`config.mk`:
```
export PLATFORM = sky130hd
export DESIGN_NAME = osc_hf_div_sequencer
export DESIGN_NICKNAME = d
export VERILOG_FILES = /design/src/rtl/osc_hf_div_sequencer.sv
export SDC_FILE = /design/constraint.sdc
export NUM_CORES = 1
export LEC_CHECK = 0
export ABC_CLOCK_PERIOD_IN_PS = 3100
export CORE_ASPECT_RATIO = 1.2
export CORE_MARGIN = 3
export CORE_UTILIZATION = 40
export DETAILED_ROUTE_END_ITERATION = 10
export SYNTH_ARGS = -nofsm -noshare
export SYNTH_HDL_FRONTEND = slang
export SYNTH_SLANG_ARGS = --single-unit
```
`constraint.sdc`:
```
create_clock -name clk -period 3.1 [get_ports clk]
set_clock_uncertainty 0.2 [all_clocks]
set_input_delay 0.775 -clock clk [delete_from_list [all_inputs] [get_ports clk]]
set_output_delay 0.775 -clock clk [all_outputs]
set_load 0.02 [all_outputs]
```
`src/rtl/osc_hf_div_sequencer.sv`:
```
// Glitch-safe run-time reconfiguration sequencer for the OSC_CORE HF output.
// Each request gates hf_en, waits, applies the new divider, then waits for lock.
module osc_hf_div_sequencer #(
    parameter int DIV_W       = 8,
    parameter int DIV_MAX     = 255,
    parameter int DIV_RESET   = 7,
    parameter int OFF_CYCLES  = 4,
    parameter int LOCK_CYCLES = 16,
    parameter int CNT_W       = 8
) (
    input  logic             clk,
    input  logic             rst_n,
    input  logic             req_valid,
    output logic             req_ready,
    input  logic [DIV_W-1:0] req_div,
    input  logic             req_en,
    output logic             hf_en,
    output logic [DIV_W-1:0] hf_div,
    output logic             busy,
    output logic             done,
    output logic             err
);

    typedef enum logic [2:0] {
        S_IDLE,
        S_OFF_WAIT,
        S_APPLY,
        S_ON_WAIT,
        S_RESP
    } state_t;

    localparam logic [DIV_W:0]   LP_DIV_MAX   = (DIV_W+1)'(DIV_MAX);
    localparam logic [DIV_W-1:0] LP_DIV_RESET = DIV_W'(DIV_RESET);
    localparam logic [CNT_W-1:0] LP_OFF_LOAD  = CNT_W'(OFF_CYCLES - 1);
    localparam logic [CNT_W-1:0] LP_LOCK_LOAD = CNT_W'(LOCK_CYCLES - 1);

    state_t           r_state;
    logic [CNT_W-1:0] r_cnt;
    logic [DIV_W-1:0] r_cap_div;
    logic             r_cap_en;
    logic             r_hf_en;
    logic [DIV_W-1:0] r_hf_div;
    logic             r_ready;
    logic             r_done;
    logic             r_err;

    logic             w_out_of_range;
    logic             w_no_change;

    assign w_out_of_range = ({1'b0, req_div} > LP_DIV_MAX);
    assign w_no_change    = (req_div == r_hf_div) && (req_en == r_hf_en);

    // NOTE: all state here updates with non-blocking assignments so every
    // register samples pre-edge values; blocking would create order-dependent races.
    always_ff @(posedge clk or negedge rst_n) begin
        if (!rst_n) begin
            r_state   <= S_IDLE;
            r_cnt     <= '0;
            r_cap_div <= LP_DIV_RESET;
            r_cap_en  <= 1'b0;
            r_hf_en   <= 1'b0;
            r_hf_div  <= LP_DIV_RESET;
            r_ready   <= 1'b1;
            r_done    <= 1'b0;
            r_err     <= 1'b0;
        end else begin
            case (r_state)
                S_IDLE: begin
                    if (req_valid) begin
                        r_cap_div <= req_div;
                        r_cap_en  <= req_en;
                        r_ready   <= 1'b0;
                        if (w_out_of_range) begin
                            r_state <= S_RESP;
                            r_done  <= 1'b1;
                            r_err   <= 1'b1;
                        end else if (w_no_change) begin
                            r_state <= S_RESP;
                            r_done  <= 1'b1;
                            r_err   <= 1'b0;
                        end else begin
                            r_state <= S_OFF_WAIT;
                            r_hf_en <= 1'b0;
                            r_cnt   <= LP_OFF_LOAD;
                        end
                    end
                end

                S_OFF_WAIT: begin
                    if (r_cnt == '0) begin
                        r_state <= S_APPLY;
                    end else begin
                        r_cnt <= r_cnt - 1'b1;
                    end
                end

                // hf_en has been low for the whole settle window, so the divider may move now.
                S_APPLY: begin
                    r_hf_div <= r_cap_div;
                    if (r_cap_en) begin
                        r_hf_en <= 1'b1;
                        r_cnt   <= LP_LOCK_LOAD;
                        r_state <= S_ON_WAIT;
                    end else begin
                        r_state <= S_RESP;
                        r_done  <= 1'b1;
                        r_err   <= 1'b0;
                    end
                end

                S_ON_WAIT: begin
                    if (r_cnt == '0) begin
                        r_state <= S_RESP;
                        r_done  <= 1'b1;
                        r_err   <= 1'b0;
                    end else begin
                        r_cnt <= r_cnt - 1'b1;
                    end
                end

                S_RESP: begin
                    r_state <= S_IDLE;
                    r_done  <= 1'b0;
                    r_err   <= 1'b0;
                    r_ready <= 1'b1;
                end

                default: begin
                    r_state <= S_IDLE;
                    r_done  <= 1'b0;
                    r_err   <= 1'b0;
                    r_ready <= 1'b1;
                end
            endcase
        end
    end

    assign req_ready = r_ready;
    assign hf_en     = r_hf_en;
    assign hf_div    = r_hf_div;
    assign done      = r_done;
    assign err       = r_err;
    assign busy      = (r_state != S_IDLE);

endmodule
```
==> metrics.txt, run 1 <==
Max Used Layer met4; clock tree buffer depth 2; H-tree depth 2; number of synthesized flops with an enable pin 0; CP max FO 12; Inst Count DP 212; Data required, critical path 2120 ps; worst r2r src r_cnt[0]; area of the multi-input gates 747 um2; VDD IR-drop max 0.461 mV; Final Hold Vio Count 0; unrepaired setup endpoints after global routing no; Slew headroom between 60% and 70%; area leader, netlist dfrtp_1; number of instances resized during post-cts repair 0; io pins 25; end of the critical path busy; fin nets ~180; fill count 352; PortBufs 23; Synth warnings 0; WS Path Type flop to output pin; initial drt markers 67; Gate Count Post-Synth between 100 and 150; fin cells 220; M1 wire length about 1.4 mm; drt drc 0; Worst Hold Launch r_cap_div[4]; flop2flop setup slack 770 ps; Worst-Margin Slew 564 ps; Routed WL per cell 15.4 um; CP Capture Type output pin; largest net degree at the start of global routing 32; Leak 0.826 nW; Cell Chain, Critical Path nor3_2, inv_1, clkdlybuf4s50_1; final wirelength 3.38 mm; Seq. cell area 785 um2; Pwr Total 0.00219 W; Max Slew Vio Count 0; DRT Pass-1 Iters 4; GRT Overall Usage 15.8%; final period utilization about nine tenths; synth top area cells dfrtp_1 (38%), mux2_2 (12%), dfstp_2 (12%); Max-cap violations 0; initial antenna violation count 0; root buffer cell clkbuf_8; Cell variety after synth 45; top_reg_cell synth dfrtp_1; Die W 63.7 um; met3 wire length approximately 160 um; layout cells sized above 1 25.6%; #FFs+latches synth 31; HP Class flop to flop; Skew-Pair Late Insertion Delay 290 ps; Setup crit start kind flop; Antenna Violating Nets Remaining 0; reg2reg end r_cnt[1]; fin crit period 2740 ps; register area share after synthesis 49.2%; pwr dens 1100 nW/um2; via count 1168; Die ar. between 4000 and 5000 um2; Post-synth ARST share 100%; total gr overflow 0; Crit path max-delay family buffers and inverters; met2 routed WL roughly 1.7 mm; CP max-delay cell clkdlybuf4s50_1; Initial Utilization between 40% and 50%; final setup violation count 0; CTS sink cnt 31; Avg Cell Area, Syn around 11 um2; Die Ht about 75 um; CTS tree yes; fmax 365 MHz; hpwl dp around 2.4 mm; Worst-path clk slew 70 ps; outcome finished, final reports clean; critical path depth in cells 3; Antenna Cells 0; GPL Wtd Cong 0.832; CP arrival 1760 ps; setup bufs post-CTS 0; Max stage delay on crit path around 540 ps; Rows 24; CP Launch Point r_state[0]; Post-CTS Hold Buffers 0; Avg Vias per Cell 5.31; net count after synthesis 156; Critical path buffers and inverters 2; Hold Slack 312 ps; Yosys top cell area share 37.6%; r2r worst-path depth 8; total CTS buffers 5; first-pass GRT wire length ~5.7 mm; Core Area 3720 um2; Area Overhead vs Synth 24.6%; synthesized area roughly 1600 um2; setup_tns 0 ps; number of global-route vias before repair 1262
[Yosys cell counts, drive strengths merged (3+ instances only)]
cell and n:
dfrtp 24, mux2 18, nor2 10, xor2 10, dfstp 7, inv 7, buf 6, a31oi 5
nand2 5, nor3 5, o21ai 5, a21oi 4, nand3 4, o31ai 3
[final cells by class]
| class | count | share of cell area (%) |
|---|---|---|
| well taps | 52 | 3.27 |
| clock inverters | 2 | 1.76 |
| flip-flops and latches | 31 | 39.5 |
| multi-input cells | 97 | 37.6 |
| repair buffers | 25 | 12.3 |
| inverters | 7 | 1.45 |
| clock buffers | 6 | 4.15 |
[registers in the layout, indices dropped and copies added (netlist names)]
signal and count:
r_cap_en 1, done 1, hf_div 8, r_cap_div 8, req_ready 1, r_state 3
hf_en 1, r_cnt 8
[layout by cell type, fill, tap and decap left out, types with 2 or more instances in the layout]
cell	netlist	layout
clkbuf_8	0	6
o31ai_1	3	3
nand2_1	5	5
inv_1	6	6
nor3_1	4	4
clkdlybuf4s50_1	0	23
nand2b_1	2	2
nand3_1	4	4
a31oi_1	5	5
dfstp_2	7	7
o21ai_0	5	5
dfrtp_1	24	24
xor2_1	10	10
a21oi_1	4	4
mux2_2	17	17
nor2_1	10	10
a211oi_1	2	2
ha_1	2	2
buf_4	1	2
[logic make-up after synthesis]
group	count (synthesis)	synth area share [%]
buffers and inverters	14	4.00
flip-flops	31	49.2
multiplexers	18	12.9
adder cells (fa/ha/maj)	2	1.57
XOR/XNOR	10	5.49
AND/OR/NAND/NOR	38	14.4
other	1	0.235
AO/OA/AOI/OAI	28	12.2
[metrics by stage]
stage / utilization, % / instance area, um2 / worst slack [ps]
finish: 53.4 / 1990 / 360
global route: 53.4 / 1990 / 259
CTS: 53.4 / 1990 / 339
detailed placement: 50.2 / 1870 / 175
global placement: 50.2 / 1870 / 212
floorplan: - / 1600 / 789
[worst min-delay path by stage]
stage               cells past startpoint      endpoint  slack (ps)
floorplan                               1  r_cap_div[7]         270
global placement                        1     hf_div[7]         280
detailed placement                      1     hf_div[4]         300
CTS                                     1     hf_div[4]         310
global route                            1     req_ready         320
finish                                  1     hf_div[4]         310
[report_power, final]
group / leakage (nW) / switching [W] / internal [W]
Sequential: 0.367 / 0.000201 / 0.000634
Clock: 0.0612 / 0.000153 / 0.000260
Combinational: 0.398 / 0.000462 / 0.000476
Total: 0.826 / 0.000816 / 0.00137
[layer usage]
metal,GRT usage [%],vias up
li1,-,555
met1,18.7,577
met4,6.47,0
met5,0,-
met2,26.7,31
met3,5.07,5
Note: power is estimated with default switching activity, not from simulation.
==> run 2, diff against run 1 <==
- ABC_AREA: default -> 1
==> run 2 against run 1 <==
Global-route usage is 0.71 points higher. Sequential power fell by 10%. Clock-buffer cell count increased by 1. Sequential share of layout area down 1.1 points. Die area increased by 4.0%. Area after synthesis increased by 4.4%. Cell area is 2.9% higher. Power decreased by 4.2%.
==> metrics.txt, run 2 <==
Max Used Layer met4; final setup violation count 0 (unchanged); synth top area cells dfrtp_1 (36%), nand2_1 (17%), dfstp_2 (11%); multiplexer share of the synthesized area 2.03% (-11 points); first-pass GRT wire length 6.42 mm (+12%); VDD IR-drop max 0.407 mV (-12%); Post-CTS Hold Buffers 0 (unchanged); post-synthesis simple-gate area fraction 32.8% (+18 points); io pins 25 (unchanged); Area Overhead vs Synth 22.8%; final wirelength 3.50 mm (+3.6%); Skew-Pair Late Insertion Delay 280 ps (about the same); Max stage delay on crit path 540 ps (about the same); CP max FO 4 (-8); Antenna Cells 0 (unchanged); register area share after synthesis 47.1% (-2.1 points); layout cells sized above 1 13.3% (-12 points); top post-synthesis cells by count nand2_1 (77), dfrtp_1 (24), inv_1 (24); Antenna Violating Nets Remaining 0 (unchanged); post-route cell area 2050 um2 (+2.9%); Setup crit start kind flop; H-tree depth 2 (unchanged); unrepaired setup endpoints after global routing no; via count 1390 (+19%); Seq. cell area 785 um2 (unchanged); Pwr Total 0.00210 W (-4.2%); number of global-route vias before repair 1422 (+13%); Leak 1.04 nW (+25%); most frequent cell after synthesis nand2_1; fin cells 295 (+34%); Adder-Cell Fraction of Synth Area 1.50% (-0.066 points); Avg Cell Area, Syn 7.86 um2 (-30%); total gr overflow 0 (unchanged); Core Area 3970 um2 (+6.7%); GRT Overall Usage 16.5% (+0.71 points); hpwl dp 2.51 mm (+2.6%); HP Class flop to flop; number of instances resized during post-cts repair 0 (unchanged); initial antenna violation count 0 (unchanged); outcome finished, final reports clean; compound-gate portion of the synthesized area 6.84% (-5.4 points); root buffer cell clkbuf_8; setup bufs post-CTS 0 (unchanged); fill count 412 (+17%); CP Capture Type output pin; Cell variety after synth 29 (-36%); PortBufs 23 (unchanged); Worst-path clk slew 70 ps (about the same); commonest cells after routing, fill and taps aside nand2_1 (77), inv_1 (24), dfrtp_1 (24); combinational family with the most area after synthesis simple AND/OR/NAND/NOR gates; Inst Count DP 287 (+35%); synthesized area 1670 um2 (+4.4%); Die Ht 76.7 um (+2.0%); number of synthesized flops with an enable pin 0 (unchanged); fin nets 254 (+40%); Slew headroom 66.2% (+4.3 points); fin crit period 2490 ps (-247 ps); initial drt markers 79 (+18%); Synth warnings 0 (unchanged); #FFs+latches synth 31 (unchanged); Max Slew Vio Count 0 (unchanged); Placed Area 1950 um2 (+4.5%); pwr dens 1020 nW/um2 (-6.9%); CP arrival 1520 ps (-240 ps); drt drc 0 (unchanged); most frequent standard cell in the layout excluding fill and tap cells nand2_1; Critical path buffers and inverters 1 (-1); area of the multi-input gates 767 um2 (+2.7%); DRT Pass-1 Iters 6 (+2); Crit path max-delay family buffers and inverters; largest net degree at the start of global routing 32 (unchanged); met2 routed WL 1.61 mm (-7.5%); CTS tree yes; Routed WL per cell 11.9 um (-23%); fmax 401 MHz (+9.9%); Post-Synth XOR/XNOR Area 2.63% (-2.9 points); Final Core Density 51.5% (-1.9 points); Gate Count Post-Synth 212 (+49%); top_reg_cell synth dfrtp_1; Worst-Margin Slew 506 ps (-57.6 ps); Die ar. 4980 um2 (+4.0%); clock tree buffer depth 2 (unchanged); met3 wire length 159 um (-1.2%); Data required, critical path 2120 ps (about the same); setup_tns 0 ps (unchanged); CTS sink cnt 31 (unchanged); Final Hold Vio Count 0 (unchanged); final period utilization 80.4% (-8.0 points); WS Path Type flop to output pin; Avg Vias per Cell 4.71 (-11%); Yosys top cell area share 36.1% (-1.6 points); net count after synthesis 226 (+45%); area leader, netlist dfrtp_1; Post-synth ARST share 100% (unchanged); total CTS buffers 5 (unchanged); CP max-delay cell clkdlybuf4s50_1; GPL Wtd Cong 0.868 (+4.4%); M1 wire length 1.63 mm (+14%); Cell Chain, Critical Path nor2_2, nand2_2, clkdlybuf4s50_1; Initial Utilization 41.9% (-0.92 points); Rows 25 (+4.2%); Die W 64.9 um (+2.0%); Max-cap violations 0 (unchanged)
==> run 2: cell count changes after synthesis, moves of 8 or more <==
| cell | previous run | this run |
|---|---|---|
| inv_1 | 6 | 24 |
| mux2_2 | 17 | 3 |
| nand2_1 | 5 | 77 |
| nand3_1 | 4 | 15 |
| o21ai_0 | 5 | 13 |
| xor2_1 | 10 | 0 |
==> run 2: metrics by stage <==
stage | worst slack (ps) | hold WS [ps]
finish | 607 | 263
global route | 562 | 279
detailed placement | 554 | 259
CTS | 591 | 265
global placement | 557 | 250
floorplan | 1240 | 236
==> run 2: logic make-up after synthesis <==
family                     Yosys count
and+or+nand+nor                    121
DFF                                 31
buffers and inverters               29
AOI/OAI and AO/OA                   20
xor gates and xnor gates             5
muxes                                3
adders and majority gates            2
other                                1
==> run 2: per-layer routing <==
layer / GRT usage, % / vias up
li1: - / 718
met5: 0 / -
met1: 19.9 / 623
met4: 8.46 / 0
met2: 26.9 / 39
met3: 3.81 / 10
==> run 2: path summary, 6_finish.rpt <==
kind	end	startpoint	cells past startpoint	slack (ps)
max	busy	r_state[0]	3	610
min	req_ready	req_ready	2	260
max reg2reg	r_cnt[3]	r_state[0]	9	1180
min reg2reg	req_ready	req_ready	2	260
max in group asynchronous	r_cap_div[0]	rst_n	2	1670
min in group asynchronous	r_cap_en	rst_n	2	690
==> run 2: area by class of cell <==
class / count / share of cell area, %
flip-flops and latches: 31 / 38.3
inverters: 26 / 4.77
multi-input cells: 152 / 37.5
repair buffers: 24 / 11.6
clock inverters: 1 / 0.245
clock buffers: 7 / 4.22
well taps: 54 / 3.30
==> run 2: worst min-delay path, cell delays in order (launching register included) <==
cell and delay, ps:
dfstp_2 370, nand2_1 50, nand2_1 40
==> run 2: power breakdown <==
group | internal (W) | total (W) | switching, W
clock | 0.000179 | 0.000331 | 0.000152
sequential | 0.000613 | 0.000748 | 0.000136
combinational | 0.000416 | 0.00102 | 0.000600
==> run 3, diff against run 2 <==
- ABC_CLOCK_PERIOD_IN_PS: 3100 -> 2000
- clock period: 3.1 -> 2 ns (I/O delays scaled with it)
==> run 3 against run 2 <==
Cell area increased by 6.9%. Critical endpoint unchanged. Sequential power is 51% higher. Worst hold slack about the same. Critical path type unchanged. Non-clock buffer count is 9 higher.
==> metrics.txt, run 3 (synthesis results as in run 2) <==
hpwl dp 2.62 mm (+4.6%); Clock power frac 18.6% (+2.8 points); Die ar. 4980 um2 (unchanged); CP Capture Type output pin; largest net degree at the start of global routing 32 (unchanged); WS Path Type flop to output pin; root buffer cell clkbuf_8; total CTS buffers 5 (unchanged); final period utilization between 90% and 100%; CP arrival 1230 ps (-290 ps); switching pwr 0.00144 W (+62%); Max Slew Vio Count 0 (unchanged); Worst-path clk slew 70 ps (about the same); Antenna Violating Nets Remaining 0 (unchanged); final wirelength 3.64 mm (+3.9%); DRT Pass-1 Iters 4 (-2); CP max FO 2 (-2); most frequent standard cell in the layout excluding fill and tap cells nand2_1; Sw Share 41.7% (-0.68 points); Data required, critical path 1300 ps (-820 ps); HP Class flop to flop; layout cells sized above 1 18.7% (+5.4 points); Max-cap violations 0 (unchanged); GRT Overall Usage 16.6% (+0.12 points); Die Ht 76.7 um (unchanged); Pwr Total 0.00345 W (+65%); PortBufs 23 (unchanged); VDD IR-drop max 0.808 mV (+98%); setup_tns 0 ps (unchanged); sequential share of power 32.8% (-2.9 points); Placed Area 2030 um2 (+4.1%); drt drc 0 (unchanged); total gr overflow 0 (unchanged); Area Overhead vs Synth 31.3%; fin nets 265 (+4.3%); number of global-route vias before repair 1383 (-2.7%); Core Area 3970 um2 (unchanged); post-route cell area 2190 um2 (+6.9%); Die W 64.9 um (unchanged); Rows 25 (unchanged); combinational fraction of design power 48.6% (about the same); Final Core Density 55.0% (+3.5 points); Routed WL per cell 11.9 um (+0.12%); outcome finished, final reports clean; initial drt markers 103 (+30%); first-pass GRT wire length 6.38 mm (-0.55%); Skew-Pair Late Insertion Delay 290 ps (about the same); Int Power 0.00201 W (+67%); CTS tree yes; Antenna Cells 0 (unchanged); flop2flop setup slack 260 ps (-920 ps); initial antenna violation count 0 (unchanged); fin crit period 1930 ps; CTS sink cnt 31 (unchanged); via count 1423 (+2.4%); pwr dens 1580 nW/um2 (+54%); Avg Vias per Cell 4.65 (-1.3%); final setup violation count 0 (unchanged); Leak 1.16 nW (+12%); fmax 518 MHz; H-tree depth 2 (unchanged); commonest cells after routing, fill and taps aside nand2_1 (76), inv_1 (24), dfrtp_1 (24); GPL Wtd Cong 0.849 (-2.1%); Initial Utilization 41.9% (unchanged); Setup crit start kind flop; unrepaired setup endpoints after global routing no; Final Hold Vio Count 0 (unchanged); clock tree buffer depth 2 (unchanged); io pins 25 (unchanged)
-- run 3: path summary, 6_finish.rpt --
path	start	to	cells after the start
setup reg to reg	r_state[1]	r_cnt[0]	9
hold / removal	req_ready	req_ready	2
setup / recovery	r_state[2]	busy	3
hold reg to reg	req_ready	req_ready	2
min in group asynchronous	rst_n	r_state[1]	2
max in group asynchronous	rst_n	hf_div[0]	2
-- run 3: what timing repair did --
action / CTS / global route
hold buffers: 0 / 0
resized for setup: 8 / 9
endpoints found under the setup margin: 14 / 15
cloned: 1 / 1
buffers inserted: 0 / 0
pin swaps: 1 / 3
-- run 3: cell type report --
cell class	count	area [um2]
Sequential cell	31	785
Inverter	26	97.6
Timing Repair Buffer	33	315
Tap cell	54	67.6
Fill cell	393	1790
Clock inverter	2	35.0
Clock buffer	6	82.6
Multi-Input combinational cell	154	803
-- run 3: critical path, stage by stage, from the launching register on --
cell,delay [ps]
dfrtp_1,380
nor2_2,160
nand2_2,80
dlygate4sd2_1,320
-- run 3: per-layer routing --
metal | vias up | track usage [%] | share of wire (%)
met5 | - | 0 | 0
met4 | 0 | 6.77 | 1.5
met3 | 6 | 4.39 | 4.5
met2 | 27 | 26.3 | 48
met1 | 650 | 21.2 | 46
li1 | 740 | - | -
-- run 3: metrics by stage --
| step | setup WS, ps | std cells | hold WS, ps |
|---|---|---|---|
| 2_1_floorplan | 385 | 212 | 4.41 |
| 3_3_place_gp | -286 | 296 | 250 |
| 3_5_place_dp | -303 | 296 | 257 |
| 4_1_cts | 1.06 | 305 | 266 |
| 5_1_grt | 0.861 | 306 | 293 |
| 6_report | 69.7 | 306 | 263 |
-- run 3: power by group through the flow --
stage	registers (W)	logic [W]	clock network, W
final	0.00113	0.00168	0.000641
after global routing	0.00117	0.00190	0.000687
after CTS	0.00114	0.00166	0.000654
after detailed placement	0.00114	0.00170	0
after global placement	0.00115	0.00168	0
after floorplan	0.00123	0.00103	0
